===== src/rtl/frame_capture_ctrl_pkg.sv =====
// Shared definitions for the frame capture controller and the frame buffer.
package frame_capture_ctrl_pkg;

  typedef enum logic [1:0] {
    StIdle,
    StArmed,
    StCapture,
    StDone
  } state_e;

  localparam int unsigned DefHPixels = 320;
  localparam int unsigned DefVLines  = 240;

endpackage


===== src/rtl/rise_edge_det.sv =====
// Rising-edge detector over a 2-bit registered history of an already-synchronized input.
module rise_edge_det (
  input  logic clk,
  input  logic reset,
  input  logic d,
  output logic rise
);

  logic [1:0] hist_q;

  always_ff @(posedge clk or negedge reset) begin
    if (!reset) begin
      hist_q <= '0;
    end else begin
      hist_q <= {hist_q[0], d};
    end
  end

  assign rise = hist_q[0] & ~hist_q[1];

endmodule


===== src/rtl/frame_capture_ctrl.sv =====
// Capture sequencer for one camera frame: arm, capture between two VSYNC rises, and
// emit linear frame-buffer writes with line truncation and frame overflow flags.
module frame_capture_ctrl
  import frame_capture_ctrl_pkg::*;
#(
  parameter int unsigned H_PIXELS = DefHPixels,
  parameter int unsigned V_LINES  = DefVLines,
  parameter int unsigned ADDR_W   = 17,
  parameter int unsigned DATA_W   = 8,
  parameter int unsigned LINE_W   = 9
) (
  input  logic              clk,
  input  logic              reset,
  input  logic              start,
  input  logic              abort,
  input  logic              vsync,
  input  logic              href,
  input  logic              pix_valid,
  input  logic [DATA_W-1:0] pix_data,
  output logic              busy,
  output logic              done,
  output logic              wr_en,
  output logic [ADDR_W-1:0] wr_addr,
  output logic [DATA_W-1:0] wr_data,
  output logic [LINE_W-1:0] lines_captured,
  output logic              err_hovf,
  output logic              err_vovf
);

  localparam int unsigned CntW = $clog2(H_PIXELS + 1);

  logic vs_re, hs_re, href_q;

  rise_edge_det u_vs_det (
    .clk   (clk),
    .reset (reset),
    .d     (vsync),
    .rise  (vs_re)
  );

  rise_edge_det u_hs_det (
    .clk   (clk),
    .reset (reset),
    .d     (href),
    .rise  (hs_re)
  );

  state_e            state_q, state_d;
  logic [LINE_W-1:0] lines_q, lines_d;
  logic [ADDR_W-1:0] line_base_q, line_base_d;
  logic [ADDR_W-1:0] next_base_q, next_base_d;
  logic [CntW-1:0]   pix_cnt_q, pix_cnt_d;
  logic              line_ok_q, line_ok_d;
  logic              err_hovf_q, err_hovf_d;
  logic              err_vovf_q, err_vovf_d;
  logic              wr_en_q, wr_en_d;
  logic [ADDR_W-1:0] wr_addr_q, wr_addr_d;
  logic [DATA_W-1:0] wr_data_q, wr_data_d;

  logic              in_cap, hs_go, room;
  logic              cur_ok;
  logic [CntW-1:0]   cur_cnt;
  logic [ADDR_W-1:0] cur_base;

  always_comb begin
    state_d     = state_q;
    lines_d     = lines_q;
    line_base_d = line_base_q;
    next_base_d = next_base_q;
    pix_cnt_d   = pix_cnt_q;
    line_ok_d   = line_ok_q;
    err_hovf_d  = err_hovf_q;
    err_vovf_d  = err_vovf_q;
    wr_en_d     = 1'b0;
    wr_addr_d   = wr_addr_q;
    wr_data_d   = wr_data_q;

    if (abort) begin
      state_d = StIdle;
    end else begin
      unique case (state_q)
        StIdle: begin
          if (start) begin
            state_d     = StArmed;
            lines_d     = '0;
            line_base_d = '0;
            next_base_d = '0;
            pix_cnt_d   = '0;
            line_ok_d   = 1'b0;
            err_hovf_d  = 1'b0;
            err_vovf_d  = 1'b0;
          end
        end
        StArmed:   if (vs_re) state_d = StCapture;
        StCapture: if (vs_re) state_d = StDone;
        StDone:    state_d = StIdle;
        default:   state_d = StIdle;
      endcase
    end

    // A VSYNC rise closes the frame, so a coincident HREF rise opens no new line.
    in_cap = (state_q == StCapture) && !abort && !vs_re;
    hs_go  = in_cap && hs_re;
    room   = lines_q < LINE_W'(V_LINES);

    // A pixel arriving in the HREF-rise cycle already belongs to the new line.
    cur_ok   = hs_go ? room        : line_ok_q;
    cur_cnt  = hs_go ? '0          : pix_cnt_q;
    cur_base = hs_go ? next_base_q : line_base_q;

    if (hs_go) begin
      pix_cnt_d = '0;
      if (room) begin
        line_ok_d   = 1'b1;
        line_base_d = next_base_q;
        next_base_d = next_base_q + ADDR_W'(H_PIXELS);
        lines_d     = lines_q + LINE_W'(1);
      end else begin
        line_ok_d  = 1'b0;
        err_vovf_d = 1'b1;
      end
    end

    if (in_cap && href_q && pix_valid && cur_ok) begin
      if (cur_cnt < CntW'(H_PIXELS)) begin
        wr_en_d   = 1'b1;
        wr_addr_d = cur_base + ADDR_W'(cur_cnt);
        wr_data_d = pix_data;
        pix_cnt_d = cur_cnt + CntW'(1);
      end else begin
        err_hovf_d = 1'b1;
      end
    end
  end

  always_ff @(posedge clk or negedge reset) begin
    if (!reset) begin
      state_q     <= StIdle;
      href_q      <= 1'b0;
      lines_q     <= '0;
      line_base_q <= '0;
      next_base_q <= '0;
      pix_cnt_q   <= '0;
      line_ok_q   <= 1'b0;
      err_hovf_q  <= 1'b0;
      err_vovf_q  <= 1'b0;
      wr_en_q     <= 1'b0;
      wr_addr_q   <= '0;
      wr_data_q   <= '0;
    end else begin
      state_q     <= state_d;
      href_q      <= href;
      lines_q     <= lines_d;
      line_base_q <= line_base_d;
      next_base_q <= next_base_d;
      pix_cnt_q   <= pix_cnt_d;
      line_ok_q   <= line_ok_d;
      err_hovf_q  <= err_hovf_d;
      err_vovf_q  <= err_vovf_d;
      wr_en_q     <= wr_en_d;
      wr_addr_q   <= wr_addr_d;
      wr_data_q   <= wr_data_d;
    end
  end

  assign busy           = (state_q == StArmed) || (state_q == StCapture);
  assign done           = (state_q == StDone);
  assign wr_en          = wr_en_q;
  assign wr_addr        = wr_addr_q;
  assign wr_data        = wr_data_q;
  assign lines_captured = lines_q;
  assign err_hovf       = err_hovf_q;
  assign err_vovf       = err_vovf_q;

endmodule


===== config.mk =====
export PLATFORM = sky130hd
export DESIGN_NAME = frame_capture_ctrl
export DESIGN_NICKNAME = d
export VERILOG_FILES = /design/src/rtl/frame_capture_ctrl_pkg.sv /design/src/rtl/rise_edge_det.sv /design/src/rtl/frame_capture_ctrl.sv
export SDC_FILE = /design/constraint.sdc
export NUM_CORES = 1
export LEC_CHECK = 0
export ABC_AREA = 1
export CAP_MARGIN = 40
export CORE_ASPECT_RATIO = 0.7
export CORE_MARGIN = 10
export CORE_UTILIZATION = 60
export DETAILED_ROUTE_END_ITERATION = 10
export PLACE_DENSITY = 0.89
export SLEW_MARGIN = 20
export SYNTH_ARGS = -nofsm -noshare
export SYNTH_HDL_FRONTEND = slang
export SYNTH_SLANG_ARGS = --single-unit

===== constraint.sdc =====
create_clock -name clk -period 5.1 [get_ports clk]
set_input_delay 0.765 -clock clk [delete_from_list [all_inputs] [get_ports clk]]
set_output_delay 0.765 -clock clk [all_outputs]
set_load 0.01 [all_outputs]

# [Yosys cells after proc, flatten, opt, wreduce, memory -nomap -nowiden]
# Index checks and enable logic that the tools add are counted.
[totals] regBits=88 inputBits=15 wordCells=92
[op_classes] add_sub_neg=4 n_lt_le_gt_ge=2 n_eq_ne=7 muxes=46 bitwise_logic=4 n_reduce_logical=15
[op_table] operator="two-way mux 17 bit" count=11
[op_table] operator="two-way mux 9 bit" count=12
[op_table] operator="adder 9 x 1 -> 9 bit (second input constant)" count=2
[op_table] operator="two-way mux 1 bit" count=18
[op_table] operator="adder 17 x 9 -> 17 bit" count=1
[op_table] operator="adder 17 x 9 -> 17 bit (second input constant)" count=1
[op_table] operator="< comparator 9 x 8 -> 1 bit (second input constant)" count=1
[op_table] operator="< comparator 9 bit (second input constant)" count=1
[op_table] operator="!= test 3 bit (second input constant)" count=3
[op_table] operator="two-way mux 2 bit" count=4
[op_table] operator="one-hot mux 2 bit (4 select lines)" count=1
[op_table] operator="logical AND 1 bit" count=6
[op_table] operator="AND reduction 3 bit" count=2
[op_table] operator="== test 2 bit (second input constant)" count=2
[op_table] operator="nonzero test 2 bit" count=2
[op_table] operator="AND 1 bit" count=2
[op_table] operator="== test 2 x 1 -> 1 bit (second input constant)" count=1
[op_table] operator="logical NOT 1 bit" count=2
[op_table] operator="logical NOT 2 bit" count=1
[op_table] operator="!= test 2 x 1 -> 1 bit (second input constant)" count=1
[op_table] operator="inverter 1 bit" count=2
[op_table] operator="AND reduction 2 bit" count=1
[op_table] operator="logical OR 1 bit" count=1

# [Longest topological paths before layout]
# Gate-level depths: netlist of the first run.
[depth] depth_word=9 depth_mapped=24 depth_no_buf=21

# [Cells and area by module]
# From an unflattened synthesis of the first run, not the netlist that was laid out.
[hier_totals] hier_cells=558 area_unflattened_um2=4670.7
[by_module_without_submodules] mod="frame_capture_ctrl" n_inst=1 cells_per_inst=550 area_per_inst_um2=4550.6 seq_area_each_um2=2102.0
[by_module_without_submodules] mod="rise_edge_det" n_inst=2 cells_per_inst=4 area_per_inst_um2=60.1 seq_area_each_um2=50.0

# [Worst setup path before layout of the first run]
# Ideal clock, no wire load.
[synth_path] path_kind="input to register" from="input port abort" to="register wr_addr_q[16] (netlist: wr_addr[16])" t_arrival_ps=2981 required_time_ps=4983 path_slack_ps=2001 cell_stages=19 cell_sequence="nor2_4 nand3_4 buf_6 buf_8 clkbuf_1 o21ai_0 ha_1 inv_1 fa_1 inv_1 nand3_1 nand2_1 nand2_1 nand2_1 nand3_1 nand2_2 nand4_1 nand3_1 nand2_1"
[synth_between] elab_chain_cells=7 word_cells_on_any_way=13
[synth_rtl] item="start: declaration" line="frame_capture_ctrl.sv:15" rtl="input logic abort,"
[synth_rtl] item="logical NOT 1 bit (*)" line="frame_capture_ctrl.sv:102" rtl="in_cap = (state_q == StCapture) && !abort && !vs_re;"
[synth_rtl] item="logical AND 1 bit (*) (2 in a row)" line="frame_capture_ctrl.sv:102"
[synth_rtl] item="branches (longest 4 deep; another with adder 17 x 9 -> 17 bit)"
[synth_rtl] item="end signal: assignment" line="frame_capture_ctrl.sv:161" rtl="wr_addr_q <= wr_addr_d;"
[synth_rtl] item="end: declaration" line="frame_capture_ctrl.sv:57" rtl="logic [ADDR_W-1:0] wr_addr_q, wr_addr_d;"
# Mark *: on every way between the ends.
# A chain may end at the register's enable or synchronous reset.

# [Final worst setup path of the first run]
[layout_path] from="input port abort" to="register wr_addr_q[12] (netlist: wr_addr[12])"
# Same word-level chain as after synthesis.

==> results of run 1 <==
[critical path: stages]
cell and delay, ns:
clkdlybuf4s50_1 0.48, nor2_4 0.21, nand3_4 0.38, o21ai_0 0.33, ha_1 0.21, inv_1 0.06
fa_1 0.39, inv_1 0.07, nand3_1 0.06, nand2_1 0.14, nand2_1 0.07, nand2_1 0.11
nand3_1 0.11, nand2_2 0.15, nand3_1 0.12, a31oi_1 0.19
[cell usage after synthesis, types with 3 or more instances]
cell type	number
inv_1	68
nand2_1	171
dfrtp_1	87
nand2_2	6
o21ai_0	45
a21oi_1	21
a31oi_1	4
o21a_1	3
nand4_1	7
ha_1	16
o21ai_2	4
xor2_1	4
buf_2	6
nor3_1	4
xnor2_1	5
nor2_1	31
inv_2	6
clkbuf_1	3
nor2_2	4
nand3_1	39
[per-layer routing]
| layer | global-route usage, % | share of wire (%) | up-vias |
|---|---|---|---|
| met1 | 23.74 | 43 | 1890 |
| met2 | 31.21 | 48 | 159 |
| li1 | - | - | 1898 |
| met5 | 0 | 0 | - |
| met3 | 5.033 | 7.6 | 17 |
| met4 | 6.576 | 1.8 | 0 |
[registers in the layout (all words and copies together) (netlist names)]
register / flops
err_hovf: 1
err_vovf: 1
line_base_q: 17
line_ok_q: 1
lines_captured: 9
next_base_q: 17
pix_cnt_q: 9
state_q: 2
u_hs_det.hist_q: 2
u_vs_det.hist_q: 2
wr_addr: 17
wr_data: 8
wr_en: 1
[power by group through the flow]
stage                     Combinational [W]  Clock, W  Sequential [W]
final                              0.000295  0.000531        0.000778
after detailed placement           0.000296         0        0.000790
after global placement             0.000285         0        0.000788
after global routing               0.000330  0.000566        0.000785
after CTS                          0.000298  0.000539        0.000777
after floorplan                    0.000151         0        0.000797
[per-stage QoR]
| step | util, % | instance area [um^2] | instances | total power [W] |
|---|---|---|---|---|
| global route | 72.67 | 5319 | 716 | 0.001680 |
| detailed placement | 69.68 | 5100 | 701 | 0.001086 |
| CTS | 72.67 | 5319 | 716 | 0.001613 |
| finish | 72.67 | 5319 | 716 | 0.001604 |
| global placement | 69.68 | 5100 | 701 | 0.001072 |
| floorplan | - | 4521 | 561 | 0.0009473 |
[kinds of logic (layout without fill, tap and decap cells)]
kind of cell	after synthesis	count (layout)	synth area share, %
XOR/XNOR	9	9	1.744
AO/OA/AOI/OAI	90	90	11.18
multiplexers	1	1	0.2214
AND/OR/NAND/NOR	270	270	25.82
buffers and inverters	87	144	7.999
adder cells (fa/ha/maj)	17	17	4.871
flip-flops	87	87	48.16
[path summary, 6_finish.rpt]
path | cells past startpoint | slack [ns] | start | to
setup / recovery | 16 | 1.50 | abort | wr_addr[12]
hold / removal | 1 | 0.36 | reset | u_vs_det.hist_q[0]
setup reg to reg | 18 | 1.66 | state_q[0] | wr_addr[12]
hold reg to reg | 0 | 0.40 | u_vs_det.hist_q[0] | u_vs_det.hist_q[1]
max in group asynchronous | 2 | 3.73 | reset | wr_data[5]
min in group clk | 0 | 0.40 | u_vs_det.hist_q[0] | u_vs_det.hist_q[1]
[area by class of cell]
| type | count | area (um^2) | share of cell area, % |
|---|---|---|---|
| tap | 98 | 122.6 | 2.305 |
| multi-input combinational | 387 | 1982 | 37.26 |
| inverter | 75 | 282.8 | 5.316 |
| sequential | 87 | 2177 | 40.93 |
| clock buffer | 10 | 137.6 | 2.588 |
| timing repair buffer | 54 | 535.5 | 10.07 |
| clock inverter | 5 | 81.33 | 1.529 |
==> metrics.log, run 1 <==
[metrics] clock slew at the register clock pins of the worst setup and hold paths: around 0.080 ns
[metrics] Yosys warning total: 0
[metrics] clk sink count: 87
[metrics] TritonCTS Buffers: 9
[metrics] Total Die Area: around 11000 um^2
[metrics] fraction of final layout cells sized beyond drive strength 1: 7.120%
[metrics] commonest non-fill, non-tap cell in the layout: nand2_1
[metrics] RSZ-0062 raised after global routing: no
[metrics] cell area after synthesis: about 4500 um^2
[metrics] critical path required time: 5.37 ns
[metrics] via count: slightly below 4000
[metrics] maximum net fanout on the critical path: approximately 40
[metrics] portion of the clock cycle consumed by the worst path in the final layout: a little over two thirds
[metrics] sequential cell area fraction in the yosys report: about half
[metrics] max-slew violation count: 0
[metrics] worst hold margin: approximately 0.36 ns
[metrics] root buffer cell: clkbuf_8
[metrics] relative slew slack: around two fifths
[metrics] critical path launch point type: input port
[metrics] part of the power in combinational logic: approximately 18%
[metrics] FILL cells: about 540
[metrics] Remaining Overflow, GRT: 0
[metrics] final net count: 646
[metrics] Post-synth top flop: dfrtp_1
[metrics] Cell Pwr Density: ~300 nW/um^2
[metrics] Psw: 0.0004507 W
[metrics] total of flip-flops plus latches after synthesis: 87
[metrics] number of antenna violations at the first check in global routing: 0
[metrics] post-CTS setup buffer count: 0
[metrics] commonest cells after routing, fill and taps aside: 171 x nand2_1, 87 x dfrtp_1, 68 x inv_1, 52 x clkdlybuf4s50_1, 45 x o21ai_0
[metrics] path type of the worst setup path: in2reg
[metrics] internal power contribution: 0.001154 W
[metrics] area added between synthesis and finish: 17.66%
[metrics] vias in the first global route: between 3000 and 4000
[metrics] fin crit period: 3.603 ns
[metrics] worst skew pair latency: 0.35 ns
[metrics] initial drt markers: between 400 and 500
[metrics] antenna cell count: 0
[metrics] worst-case setup slack after placement: between 1 and 1.5 ns
[metrics] depth of the CTS H-tree: 3
[metrics] Die X-Extent: ~120 um
[metrics] height of the chip: roughly 93 um
[metrics] leakage power total: 2.659 nW
[metrics] sequential power share: between 40% and 50%
[metrics] maximum achievable frequency: ~0.28 GHz
[metrics] half-perimeter wire length after placement: between 7 and 8 mm
[metrics] routability congestion estimate from global placement: roughly 0.87
[metrics] per-cell via count in the routed design: between 5 and 6
[metrics] number of design rule violations left after detail routing: 0
[metrics] Detail Route Antenna Nets: 0
[metrics] number of gates resized after CTS: 0
[metrics] category of the worst setup path capture point: register
[metrics] Clk pwr share: about a third
[metrics] worst path setup slack after routing: ~1.5 ns
[metrics] worst vdd ir: ~0.22 mV
[metrics] total wire length: ~11 mm
[metrics] number of endpoints failing setup at the final stage: 0
[metrics] post-synthesis area per instance: a little over 8 um^2
[metrics] count of standard-cell rows: 26
[metrics] clock tree from TritonCTS: yes
[metrics] cell types with the largest area share after synthesis: dfrtp_1 48%, nand2_1 14%, inv_1 5.6%
[metrics] number of hold violations in the final report: 0
[metrics] post-synth top area share: 48.16%
[metrics] largest net degree at the start of global routing: 52
[metrics] number of placed I/O pins: 54
[metrics] area of the core region: around 7300 um^2
[metrics] wire length of the first global-routing pass: about 18 mm
[metrics] Port-buffer cells: between 50 and 60
[metrics] post-synth top area cell: dfrtp_1
[metrics] Sum Neg Setup Slack: 0 ns
[metrics] first-pass iteration count of the detailed router: 5
[metrics] status: finished, final reports clean
[metrics] share of total power consumed by net switching: 28.09%
[metrics] class of the worst hold path: in2async
[metrics] Net Count, Synth: around 590
[metrics] detail-routed net length per standard cell: 14.95 um
[metrics] total global routing track utilization: between 10% and 20%
[metrics] async set-reset flop share out of synthesis: 100.0%
[metrics] count of hold-fix buffers inserted at cts: 0
[metrics] number of distinct library cells after synthesis: 39
[metrics] slew at the pin with the worst max-slew slack: ~0.88 ns
[metrics] starting utilization of the core area: between 60% and 70%
[metrics] critical path data arrival time: between 3 and 4 ns
[metrics] maximum clock skew at final layout: roughly 0.0085 ns
[metrics] cells after synthesis: about 560
[metrics] Max Root-Sink Buffers: 2
[metrics] number of violations of the max-capacitance limit: 0
[metrics] Post-synth EDFFs: 0
(Power assumes the default switching activity.)
==> run 2: changes to the inputs <==
--- a/config.mk
+++ b/config.mk
@@ -9,9 +9,9 @@
 export CAP_MARGIN = 40
 export CORE_ASPECT_RATIO = 0.7
 export CORE_MARGIN = 10
-export CORE_UTILIZATION = 60
+export CORE_UTILIZATION = 56
 export DETAILED_ROUTE_END_ITERATION = 10
-export PLACE_DENSITY = 0.89
+export PLACE_DENSITY = 0.84
 export SLEW_MARGIN = 20
 export SYNTH_ARGS = -nofsm -noshare
 export SYNTH_HDL_FRONTEND = slang
==> constraint.sdc (replaced) <==
create_clock -name clk -period 3.36 [get_ports clk]
set_input_delay 0.504 -clock clk [delete_from_list [all_inputs] [get_ports clk]]
set_output_delay 0.504 -clock clk [all_outputs]
set_load 0.01 [all_outputs]
==> run 2 against run 1 <==
Largest power group unchanged; register-to-register slack worse by 1.5 ns; clock skew hardly changed; final cell count is 2.4% higher.
==> metrics.log, run 2 (synthesized netlist as in run 1, its figures left out) <==
[metrics] status: finished, final reports clean (unchanged)
[metrics] number of hold violations in the final report: 0 (unchanged)
[metrics] Cell Pwr Density: 467.1 nW/um^2 (was 301.6 nW/um^2)
[metrics] clock slew at the register clock pins of the worst setup and hold paths: 0.06 ns (was 0.08 ns)
[metrics] worst skew pair latency: 0.34 ns (was 0.35 ns)
[metrics] starting utilization of the core area: 57.43% (was 61.76%)
[metrics] global routing usage on met2: 29.82% (was 31.21%)
[metrics] fin crit period: approximately 3.2 ns
[metrics] total wire length: 10.92 mm (was 10.71 mm)
[metrics] initial drt markers: 356 (was 439)
[metrics] wire length of the first global-routing pass: 18.31 mm (was 17.75 mm)
[metrics] end of the worst register-to-register path: wr_addr[14] (was wr_addr[12])
[metrics] area added between synthesis and finish: 21.98% (was 17.66%)
[metrics] commonest cells after routing, fill and taps aside: 171 x nand2_1, 87 x dfrtp_1, 68 x inv_1, 52 x clkdlybuf4s50_1, 44 x o21ai_0 (was 171 x nand2_1, 87 x dfrtp_1, 68 x inv_1, 52 x clkdlybuf4s50_1, 45 x o21ai_0)
[metrics] launch instance of the worst register-to-register path: state_q[0] (unchanged)
[metrics] Total Die Area: 12120 um^2 (was 11460 um^2)
[metrics] number of endpoints failing setup at the final stage: 0 (unchanged)
[metrics] largest net degree at the start of global routing: 45 (was 52)
[metrics] total global routing track utilization: 18.57% (was 19.03%)
[metrics] number of placed I/O pins: 54 (unchanged)
[metrics] routability congestion estimate from global placement: 0.9136 (was 0.8673)
[metrics] Remaining Overflow, GRT: 0 (unchanged)
[metrics] setup slack on the worst flop-to-flop path: 0.19 ns (was 1.66 ns)
[metrics] leakage power total: 2.760 nW (was 2.659 nW)
[metrics] area of the core region: 7871 um^2 (was 7320 um^2)
[metrics] portion of the clock cycle consumed by the worst path in the final layout: a little over nine tenths
[metrics] critical path launch point type: register (was input port)
[metrics] vias in the first global route: 3884 (was 3799)
[metrics] per-cell via count in the routed design: 5.386 (was 5.536)
[metrics] final net count: 661 (was 646)
[metrics] max-slew violation count: 0 (unchanged)
[metrics] first-pass iteration count of the detailed router: 5 (unchanged)
[metrics] number of design rule violations left after detail routing: 0 (unchanged)
[metrics] met1 track demand over resource in global routing: 23.07% (was 23.74%)
[metrics] Post-Place Cells: 713 (was 701)
[metrics] antenna cell count: 0 (unchanged)
[metrics] maximum achievable frequency: about 0.32 GHz
[metrics] GR Util met3: 5.765% (was 5.033%)
[metrics] category of the worst setup path capture point: register (unchanged)
[metrics] Detail Route Antenna Nets: 0 (unchanged)
[metrics] Die X-Extent: 127.4 um (was 123.7 um)
[metrics] count of cells along the worst register-to-register path: 18 (unchanged)
[metrics] clock tree from TritonCTS: yes (unchanged)
[metrics] critical path required time: 3.59 ns (was 5.37 ns)
[metrics] Sum Neg Setup Slack: 0 ns (unchanged)
[metrics] relative slew slack: 74.01% (was 41.18%)
[metrics] Max Root-Sink Buffers: 2 (unchanged)
[metrics] half-perimeter wire length after placement: 8.012 mm (was 7.686 mm)
[metrics] maximum clock skew at final layout: 0.008149 ns (was 0.008455 ns)
[metrics] sum of internal, switching and leakage power: 0.002576 W (was 0.001604 W)
[metrics] number of violations of the max-capacitance limit: 0 (unchanged)
[metrics] cell-by-cell listing of the critical path: inv_1, ha_1, inv_1, nor2_4, nand3_4, buf_4, buf_4, o21ai_0, ha_1, nand2_1, inv_1, a21oi_1, nand2_1, nand3_1, nand2_4, a21o_1, nand3_1, nand2_1 (was clkdlybuf4s50_1, nor2_4, nand3_4, o21ai_0, ha_1, inv_1, fa_1, inv_1, nand3_1, nand2_1, nand2_1, nand2_1, nand3_1, nand2_2, nand3_1, a31oi_1)
[metrics] root buffer cell: clkbuf_16 (was clkbuf_8)
[metrics] number of antenna violations at the first check in global routing: 0 (unchanged)
[metrics] worst vdd ir: 0.2936 mV (was 0.2224 mV)
[metrics] most used routing layer in global routing: met2 (unchanged)
[metrics] maximum net fanout on the critical path: 12 (was 41)
[metrics] detail-routed net length per standard cell: 14.90 um (was 14.95 um)
[metrics] height of the chip: 95.17 um (was 92.62 um)
[metrics] path type of the worst setup path: reg2reg (was in2reg)
[metrics] critical path data arrival time: 3.39 ns (was 3.87 ns)
[metrics] via count: 3948 (was 3964)
[metrics] Port-buffer cells: 53 (unchanged)
[metrics] count of hold-fix buffers inserted at cts: 0 (unchanged)
[metrics] fraction of final layout cells sized beyond drive strength 1: 9.019% (was 7.120%)
[metrics] class of the worst hold path: in2async (unchanged)
[metrics] slew at the pin with the worst max-slew slack: 0.3893 ns (was 0.8775 ns)
[metrics] commonest non-fill, non-tap cell in the layout: nand2_1 (unchanged)
[metrics] slowest cell on the critical path: dfrtp_1 (was clkdlybuf4s50_1)
[metrics] count of standard-cell rows: 27 (was 26)
[metrics] worst stage delay on the critical path: 0.40 ns (was 0.48 ns)
[metrics] depth of the CTS H-tree: 3 (unchanged)
[metrics] non-filler instance count after layout: 733 (was 716)
[metrics] clk sink count: 87 (unchanged)
[metrics] TritonCTS Buffers: 9 (unchanged)
run 2: metrics by stage:
| step | hold slack, ns | instance area (um^2) | util, % | worst slack, ns |
|---|---|---|---|---|
| 3_5_place_dp | 0.3868 | 5196 | 66.01 | 0.04067 |
| 5_1_grt | 0.1531 | 5514 | 70.05 | -0.03101 |
| 2_1_floorplan | 0.2084 | 4521 | - | 0.3336 |
| 4_1_cts | 0.1509 | 5461 | 69.38 | 0.2567 |
| 6_report | 0.1399 | 5514 | 70.05 | 0.1930 |
| 3_3_place_gp | 0.3826 | 5156 | 65.51 | 0.1618 |
run 2: critical path, delay by kind of cell, from the launching register on:
| kind | cells | cell delay (ns) |
|---|---|---|
| compound gates | 3 | 0.59 |
| fa+ha+maj | 2 | 0.53 |
| buf+inv | 5 | 0.57 |
| flops | 1 | 0.40 |
| simple gates | 8 | 0.94 |
run 2: where the power goes:
part / internal, W / switching, W / total (W) / leakage (nW)
combinational: 0.000212 / 0.000269 / 0.000481 / 1.43
sequential: 0.00113 / 0.0000560 / 0.00118 / 1.20
clock: 0.000532 / 0.000380 / 0.000912 / 0.132
total: 0.00187 / 0.000705 / 0.00258 / 2.76
run 2: worst max-delay path by stage:
| stage | from | endpoint |
|---|---|---|
| finish | state_q[0] | wr_addr[14] |
| global route | state_q[0] | wr_addr[14] |
| CTS | state_q[0] | wr_addr[16] |
| detailed placement | abort | wr_addr[16] |
| global placement | abort | wr_addr[16] |
| floorplan | state_q[0] | wr_addr[16] |
run 2: area by class of cell:
| class | instances | area [um^2] |
|---|---|---|
| fill | 632 | 2357 |
| sequential | 87 | 2177 |
| multi-input combinational | 387 | 1989 |
| timing repair buffer | 69 | 673.1 |
| inverter | 75 | 282.8 |
| clock buffer | 13 | 260.3 |
| tap | 101 | 126.4 |
| clock inverter | 1 | 5.005 |
run 2: per-layer routing:
layer | vias to the layer above | routed length, um
met4 | 0 | 186
met3 | 18 | 766
met2 | 143 | 5157
li1 | 1926 | -
met5 | - | 0
met1 | 1861 | 4812
run 2: what timing repair did:
item	in CTS	in global routing
resized for setup	0	3
setup buffers	0	6
setup endpoints to repair	0	4
hold endpoints to repair	0	0
